===== config.mk =====
export PLATFORM = sky130hd
export DESIGN_NAME = apb_slave_mem
export DESIGN_NICKNAME = d
export VERILOG_FILES = /design/src/rtl/apb_slave_mem.sv
export SDC_FILE = /design/constraint.sdc
export NUM_CORES = 2
export LEC_CHECK = 0
export BUFFER_PORTS_ARGS = -buffer_cell sky130_fd_sc_hd__buf_2
export CORE_ASPECT_RATIO = 0.7
export CORE_MARGIN = 10
export CORE_UTILIZATION = 40
export DETAILED_ROUTE_END_ITERATION = 8
export PLACE_DENSITY_LB_ADDON = 0.1
export SYNTH_ARGS = -nofsm -noshare
export SYNTH_HDL_FRONTEND = slang
export SYNTH_SLANG_ARGS = --single-unit

===== constraint.sdc =====
create_clock -name PCLK -period 43.7 [get_ports PCLK]
set_input_delay 4.37 -clock PCLK [delete_from_list [all_inputs] [get_ports PCLK]]
set_output_delay 4.37 -clock PCLK [all_outputs]
set_load 0.005 [all_outputs]

===== src/rtl/apb_slave_mem.sv =====
// APB completer backed by a word-addressed register memory with byte-lane writes.
// Optional wait-state insertion is enabled with the APB_SLV_WAIT_EN macro.
module apb_slave_mem #(
    parameter int ADDR_WIDTH  = 8,
    parameter int DATA_WIDTH  = 32,
    parameter int MEM_DEPTH   = 32,
    parameter int WAIT_CYCLES = 2
) (
    input  logic                      PCLK,
    input  logic                      PRESET,
    input  logic                      PSEL,
    input  logic                      PENABLE,
    input  logic                      PWRITE,
    input  logic [ADDR_WIDTH-1:0]     PADDR,
    input  logic [DATA_WIDTH-1:0]     PWDATA,
    input  logic [DATA_WIDTH/8-1:0]   PSTRB,
    output logic [DATA_WIDTH-1:0]     PRDATA,
    output logic                      PREADY,
    output logic                      PSLVERR,
    output logic [1:0]                fsm_state
);

    // Handshake: a transfer is accepted at the setup edge (PSEL=1, PENABLE=0)
    // and completes at the first edge with PSEL=PENABLE=PREADY=1.

    localparam int STRB_W = DATA_WIDTH / 8;
    localparam int IDX_W  = ADDR_WIDTH - 2;
    localparam int MEM_AW = (MEM_DEPTH > 1) ? $clog2(MEM_DEPTH) : 1;
    localparam logic [IDX_W:0] DEPTH_V = (IDX_W + 1)'(MEM_DEPTH);

    typedef enum logic [1:0] {
        S_IDLE  = 2'd0,
        S_WAIT  = 2'd1,
        S_READY = 2'd2
    } state_t;

    state_t                   state;
    logic [DATA_WIDTH-1:0]    mem [MEM_DEPTH];
    logic                     lat_write;
    logic                     lat_err;
    logic [MEM_AW-1:0]        lat_idx;
    logic [DATA_WIDTH-1:0]    lat_wdata;
    logic [STRB_W-1:0]        lat_strb;

    logic                     err_now;
    logic [MEM_AW-1:0]        idx_now;

    assign fsm_state = state;

    // Out-of-range addresses may alias a valid index here; err_now blocks every use.
    assign err_now = (PADDR[1:0] != 2'b00) || ({1'b0, PADDR[ADDR_WIDTH-1:2]} >= DEPTH_V);
    assign idx_now = PADDR[MEM_AW+1:2];

`ifdef APB_SLV_WAIT_EN
    localparam int N_WAIT = WAIT_CYCLES;
    localparam int CNT_W  = (N_WAIT > 0) ? $clog2(N_WAIT + 1) : 1;
    logic [CNT_W-1:0] cnt;
`endif

    always_ff @(posedge PCLK or posedge PRESET) begin
        if (PRESET) begin
            state     <= S_IDLE;
            PRDATA    <= '0;
            PREADY    <= 1'b0;
            PSLVERR   <= 1'b0;
            lat_write <= 1'b0;
            lat_err   <= 1'b0;
            lat_idx   <= '0;
            lat_wdata <= '0;
            lat_strb  <= '0;
`ifdef APB_SLV_WAIT_EN
            cnt       <= '0;
`endif
            for (int i = 0; i < MEM_DEPTH; i++) begin
                mem[i] <= '0;
            end
        end else begin
            case (state)
                S_IDLE: begin
                    if (PSEL && !PENABLE) begin
                        lat_write <= PWRITE;
                        lat_err   <= err_now;
                        lat_idx   <= idx_now;
                        lat_wdata <= PWDATA;
                        lat_strb  <= PSTRB;
`ifdef APB_SLV_WAIT_EN
                        if (N_WAIT == 0) begin
                            state   <= S_READY;
                            PREADY  <= 1'b1;
                            PSLVERR <= err_now;
                            PRDATA  <= (!PWRITE && !err_now) ? mem[idx_now] : '0;
                        end else begin
                            state <= S_WAIT;
                            cnt   <= CNT_W'(N_WAIT);
                        end
`else
                        state   <= S_READY;
                        PREADY  <= 1'b1;
                        PSLVERR <= err_now;
                        PRDATA  <= (!PWRITE && !err_now) ? mem[idx_now] : '0;
`endif
                    end
                end
`ifdef APB_SLV_WAIT_EN
                S_WAIT: begin
                    if (!PSEL) begin
                        state <= S_IDLE;
                        cnt   <= '0;
                    end else if (cnt == CNT_W'(1)) begin
                        state   <= S_READY;
                        cnt     <= '0;
                        PREADY  <= 1'b1;
                        PSLVERR <= lat_err;
                        PRDATA  <= (!lat_write && !lat_err) ? mem[lat_idx] : '0;
                    end else begin
                        cnt <= cnt - CNT_W'(1);
                    end
                end
`endif
                S_READY: begin
                    if (!PSEL) begin
                        state   <= S_IDLE;
                        PREADY  <= 1'b0;
                        PSLVERR <= 1'b0;
                        PRDATA  <= '0;
                    end else if (PENABLE) begin
                        if (lat_write && !lat_err) begin
                            for (int i = 0; i < STRB_W; i++) begin
                                if (lat_strb[i]) begin
                                    mem[lat_idx][i*8 +: 8] <= lat_wdata[i*8 +: 8];
                                end
                            end
                        end
                        state   <= S_IDLE;
                        PREADY  <= 1'b0;
                        PSLVERR <= 1'b0;
                        PRDATA  <= '0;
                    end
                end
                default: begin
                    state   <= S_IDLE;
                    PREADY  <= 1'b0;
                    PSLVERR <= 1'b0;
                    PRDATA  <= '0;
                end
            endcase
        end
    end

endmodule


### After elaboration in Yosys (flattened, before gate mapping)

Cells that the tools add are included.

* flip-flop bits (word level): 1103
* output and inout port bits: 36

* $lt $le $gt $ge: 4
* eq/ne operators: 3
* mux-type cells: 46
* bitwise logic cells: 2
* reduce and logical (&&, ||, !) cells: 14

Operators by type and width (count)
* 1024-bit two-way mux: 16
* 1024-bit bitwise mux: 4
* 32-bit demux with 5-bit select: 4
* 32-bit two-way mux: 7
* 32-bit binary-select mux with 5-bit select: 1
* 32-bit case mux with 2 select lines: 1
* 24-bit two-way mux: 1
* 6-bit greater-or-equal comparator, second input constant: 3
* 16-bit two-way mux: 1
* 5-bit NOT with 6-bit output: 2
* 8-bit two-way mux: 1
* 6-bit by 1-bit < comparator with 1-bit output, second input constant: 1
* 2-bit two-way mux: 3
* 1-bit logical AND: 4
* 1-bit logical NOT: 4
* 1-bit two-way mux: 4
* 1-bit case mux with 2 select lines: 2
* 2-bit case mux with 2 select lines: 1
* 2-bit AND reduction: 2
* 4-bit AND reduction: 1
* 3-bit inequality test, second input constant: 1
* 2-bit equality test, second input constant: 1
* 2-bit logical NOT: 1
* 2-bit inequality test, second input constant: 1
* other kinds (2): 2

### Longest topological paths before layout

* word-level depth: 25
* gate-level depth with buffers: 8

### Worst setup path before layout

Ideal clock, no wire load.

* path type: input -> register
* from: input PSEL
* to: register PRDATA[0]
* arrival time: 5801 ps
* path slack: 37805 ps
* stages: 8
* cell sequence: nor2b_1 -> ha_1 -> clkbuf_1 -> or3_1 -> clkbuf_1 -> o21ai_0 -> o31ai_1 -> a211oi_1

* word-level cells in the longest chain between the ends: 3
* elaborated cells between the ends (all ways): 6
* classes of those cells: 2 x eq/ne; 2 x mux; 2 x reduce/logical

Ends and longest elaborated chain
* start: declaration: line 11 `input logic PSEL,`
* 1-bit logical AND: line 80 `if (PSEL && !PENABLE) begin`
* 2-bit inequality test (no line)
* 2-bit AND reduction (no line)
* end signal: assignment: line 100 `PRDATA <= (!PWRITE && !err_now) ? mem[idx_now] : '0;`
* end: declaration: line 17 `output logic [DATA_WIDTH-1:0] PRDATA,`

Several ways; a longest one is shown, not always the timed one.
A chain may end at the register's enable or synchronous reset.

==> flow_results.org <==
** Outcome
- The flow ran to the end, and the final reports show no timing, DRC or antenna violations.

** CTS
- Clock-pin slew was measured on the worst setup and hold paths at 0.06 ns.
- TritonCTS built the clock tree.
- The longest clock path from root to sink contains 3 buffers.
- For the worst-skew pair, the clock arrives at the later sink with an insertion delay of 0.72 ns.
- Counting the buffers created by CTS gives 111.
- CTS built an H-tree with a depth of 3.
- Clock Sinks :: 1101
- Hold-fix buffers at CTS :: 0
- Resized cells post-CTS :: 0
- CTS root buffer :: sky130_fd_sc_hd__clkbuf_16
- In this run the post-CTS setup repair buffer count came out at 0.

** Route
- Number of routed nets with antenna violations :: 0
- For this block, the initial DRC count from the detailed router was 1988.
- Post-DR wirelength/cell :: 28.75 um
- The final route contains 31189 vias.
- Final wirelength :: 157600 um
- Remaining routing DRC violations :: 0
- Dividing the detail-routed via count by the number of cells gives about 5.7.
- The first detailed-routing pass took 6 iterations.

** Synthesis
- A synthesized cell averages 13.75 um^2.
- Count of distinct cell types in the synthesized netlist :: 49
- Cells after synthesis :: about 3700
- Register bit total from synthesis :: ~1100
- Counting every net in the synthesized netlist gives 3774.
- Summing every instance area after synthesis gives 51190 um^2.
- Leading register cell type out of synthesis :: sky130_fd_sc_hd__dfrtp_1
- In the post-synthesis netlist, the cell with the most instances is sky130_fd_sc_hd__dfrtp_1.
- Top area cells in the synthesized netlist :: sky130_fd_sc_hd__dfrtp_1 (54%), sky130_fd_sc_hd__mux2_2 (23%), sky130_fd_sc_hd__mux2i_1 (7.5%)
- Share of Yosys cell area claimed by the top area cell type :: 0.5382
- The Yosys step of the flow raised 0 warnings.
- Counting flops with an async set or reset pin after synthesis yields a share of 1.000.
- The synthesized design spends more area on one cell type than any other, namely sky130_fd_sc_hd__dfrtp_1.
- Number of flops mapped to enable cells by yosys :: 0
- Portion of the post-synthesis area used by sequential elements :: 0.5382
- Commonest cells in the synthesized netlist :: sky130_fd_sc_hd__dfrtp_1 (1101), sky130_fd_sc_hd__mux2_2 (1041), sky130_fd_sc_hd__mux2i_1 (384)

** STA
- Final Max Tran Viols :: 0
- Hold Violations, Final :: 0
- Final setup violation count :: 0
- Part of the cycle the worst path needs :: 0.1757
- Measured against its own limit, the worst slew margin works out to 0.1299.
- Actual transition at the worst max-transition pin :: 1.302 ns
- After layout, the minimum clock period comes to around 7.7 ns.
- RSZ-0062 raised after global routing :: false
- Across the routed clock network, the largest skew measured is 0.02570 ns.
- Setup total negative slack on the finished layout was measured at 0 ns.
- Highest clock rate :: 130.3 MHz

** Cells and area
- Seq. cell area :: 27550 um^2
- Counting the fill cells in the layout gives 11599.
- Area occupied by multi-input gates :: 22470 um^2
- Share of cells above drive strength 1 :: 0.4086
- Number of standard cells in the final layout excluding fillers :: 5481
- For this run, the share of the core covered by cells in the final layout is 0.4505.
- Area Overhead vs Synth :: 11.50%
- The final layout contains 3770 nets.

** Setup path
- Signal arrival time at the worst endpoint :: 8.37 ns
- Tracing the worst setup path back leads to its startpoint at PRESET.
- In this run the register-to-register setup slack is 40.11 ns.
- Highest net fanout along the worst path :: about 140
- Kind of start point of the critical path :: primary input
- The worst register-to-register path begins at lat_idx[2].
- Worst Path Class, Setup :: primary input to asynchronous set/reset pin
- Kind of capture point of the worst setup path :: asynchronous set/reset pin
- Data on the critical path is required at its endpoint by between 40 and 50 ns.
- In this run the critical register-to-register path is captured at mem[587].
- Reg2reg path depth :: 4

** Power and ir drop
- Power per cell area :: 47.09 nW/um^2
- The share of total power dissipated in sequential elements is 0.450.
- Worst IR Drop VDD :: roughly 0.07 mV
- The internal portion of the total power is 1867 uW.
- Switching power as a share of total power :: 0.3054
- The analysis attributes to cell leakage a power of 0.02818 uW.
- Total power for the finished layout comes to 2688 uW.
- The share of total power dissipated in the clock network is 0.382.
- Switching pwr :: 820.7 uW
- Combinational group share of total power :: 0.167

** GRT
- Initial antenna violation count :: 2
- Entering global routing, the biggest net connects 139 pins.
- Global routing usage summed across all routing layers :: 0.2181
- Vias in the first global route :: approximately 32000
- First-pass GRT wire length :: 232700 um
- Residual overflow from global routing :: 0

** Flow run
- Number of maximum-capacitance violations :: 0

** Floorplan
- The die is 319.3 um tall.
- # IOs :: 85
- The core region is about 130000 um^2.
- Total Die Area :: 142900 um^2
- In this run the core area contains 109 standard-cell rows.
- In this run the horizontal extent of the chip is 447.6 um.
- Starting density of the core :: 0.4040

** Min path
- The path class of the tightest hold or removal check is flip-flop to flip-flop.
- Terminating pin of the worst hold path :: mem[697]
- Counting instances, the worst hold path has a depth of 1.
- Hold Path Origin :: mem[697]

** Placement
- Final weighted congestion in routability-driven placement :: 0.7833
- Number of placed instances with taps included :: 5272
- The wire-length estimate of the detail-placed layout is 99500 um.
- Input and output buffers added on the ports amount to 83.
==> layer usage <==
| layer | GRT usage | wire length, um | vias up |
|---|---|---|---|
| met5 | 0 | 0 | - |
| met4 | 0.04652 | 3266 | 0 |
| met2 | 0.3103 | 65990 | 590 |
| li1 | - | - | 13597 |
| met1 | 0.3413 | 80680 | 16822 |
| met3 | 0.03946 | 7657 | 180 |
==> metrics by stage <==
step / cell area, um^2 / setup WS [ns] / hold slack [ns]
after CTS: 57050 / 35.86 / 0.4900
final: 57070 / 36.02 / 0.4876
after global routing: 57050 / 35.41 / 0.4999
after floorplan: 51190 / 8.330 / 0.4524
after global placement: 53140 / 35.04 / 0.4634
after detailed placement: 53140 / 35.08 / 0.4755
==> cell usage in the layout, fill, tap and decap left out, types with 33 or more instances in the layout <==
| master | Yosys | layout |
|---|---|---|
| sky130_fd_sc_hd__nand2_1 | 153 | 151 |
| sky130_fd_sc_hd__clkbuf_8 | 0 | 38 |
| sky130_fd_sc_hd__clkbuf_16 | 0 | 113 |
| sky130_fd_sc_hd__o211ai_1 | 47 | 47 |
| sky130_fd_sc_hd__mux2i_1 | 384 | 384 |
| sky130_fd_sc_hd__o22ai_1 | 64 | 64 |
| sky130_fd_sc_hd__buf_4 | 24 | 73 |
| sky130_fd_sc_hd__o21ai_0 | 49 | 49 |
| sky130_fd_sc_hd__nor2_2 | 35 | 36 |
| sky130_fd_sc_hd__nor2b_1 | 79 | 75 |
| sky130_fd_sc_hd__mux2_2 | 1041 | 1041 |
| sky130_fd_sc_hd__dfrtp_1 | 1101 | 1101 |
| sky130_fd_sc_hd__mux4_2 | 64 | 64 |
| sky130_fd_sc_hd__buf_2 | 66 | 80 |
| sky130_fd_sc_hd__nor3_1 | 33 | 33 |
| sky130_fd_sc_hd__nor2_1 | 79 | 77 |
==> kinds of logic (layout without fill, tap and decap cells) <==
kind of cell	Yosys count	in the layout	share of synthesized area
multiplexers	1514	1514	0.3378
XOR/XNOR	1	1	0.0001711
flip-flops	1101	1101	0.5382
AO/OA/AOI/OAI	371	371	0.04874
AND/OR/NAND/NOR	458	458	0.05050
adder cells (fa/ha/maj)	1	1	0.0002444
buffers and inverters	277	361	0.02427
other	1	9	0.00007326
==> power by group through the flow <==
stage | logic (uW) | registers, uW | clock network [uW]
2_1_floorplan | 309 | 1180 | 0
3_3_place_gp | 448 | 1230 | 0
3_5_place_dp | 452 | 1230 | 0
4_1_cts | 452 | 1210 | 1050
5_1_grt | 483 | 1230 | 1090
6_report | 450 | 1210 | 1030
==> how the worst max path moves through the flow <==
stage	depth (start not counted)	to	slack, ns
3_5_place_dp	6	mem[226]	35.08
4_1_cts	6	mem[354]	35.86
6_report	6	mem[226]	36.02
5_1_grt	6	mem[227]	35.41
2_1_floorplan	1	PRDATA[0]	8.33
3_3_place_gp	6	mem[197]	35.04
==> final cells by class <==
class,instances,share of cell area
flip-flops and latches,1101,0.4827
clock buffers,166,0.05970
multi-input cells,2346,0.3937
inverters,3,0.0003288
well taps,1665,0.03650
clock inverters,35,0.008857
diodes,8,0.0003508
repair buffers,157,0.01785
==> worst max-delay path, stage by stage <==
cell and delay, ns:
sky130_fd_sc_hd__buf_2 0.13, sky130_fd_sc_hd__inv_8 0.46, sky130_fd_sc_hd__buf_12 0.50, sky130_fd_sc_hd__buf_4 0.78, sky130_fd_sc_hd__buf_4 0.83, sky130_fd_sc_hd__buf_4 0.89
==> flip-flops by register name, summed over array words and instances, names as in the netlist <==
name,flops
lat_write,1
PRDATA,32
mem,1024
lat_wdata,32
PREADY,1
PSLVERR,1
lat_idx,5
lat_err,1
lat_strb,4
(Power assumes the default switching activity.)
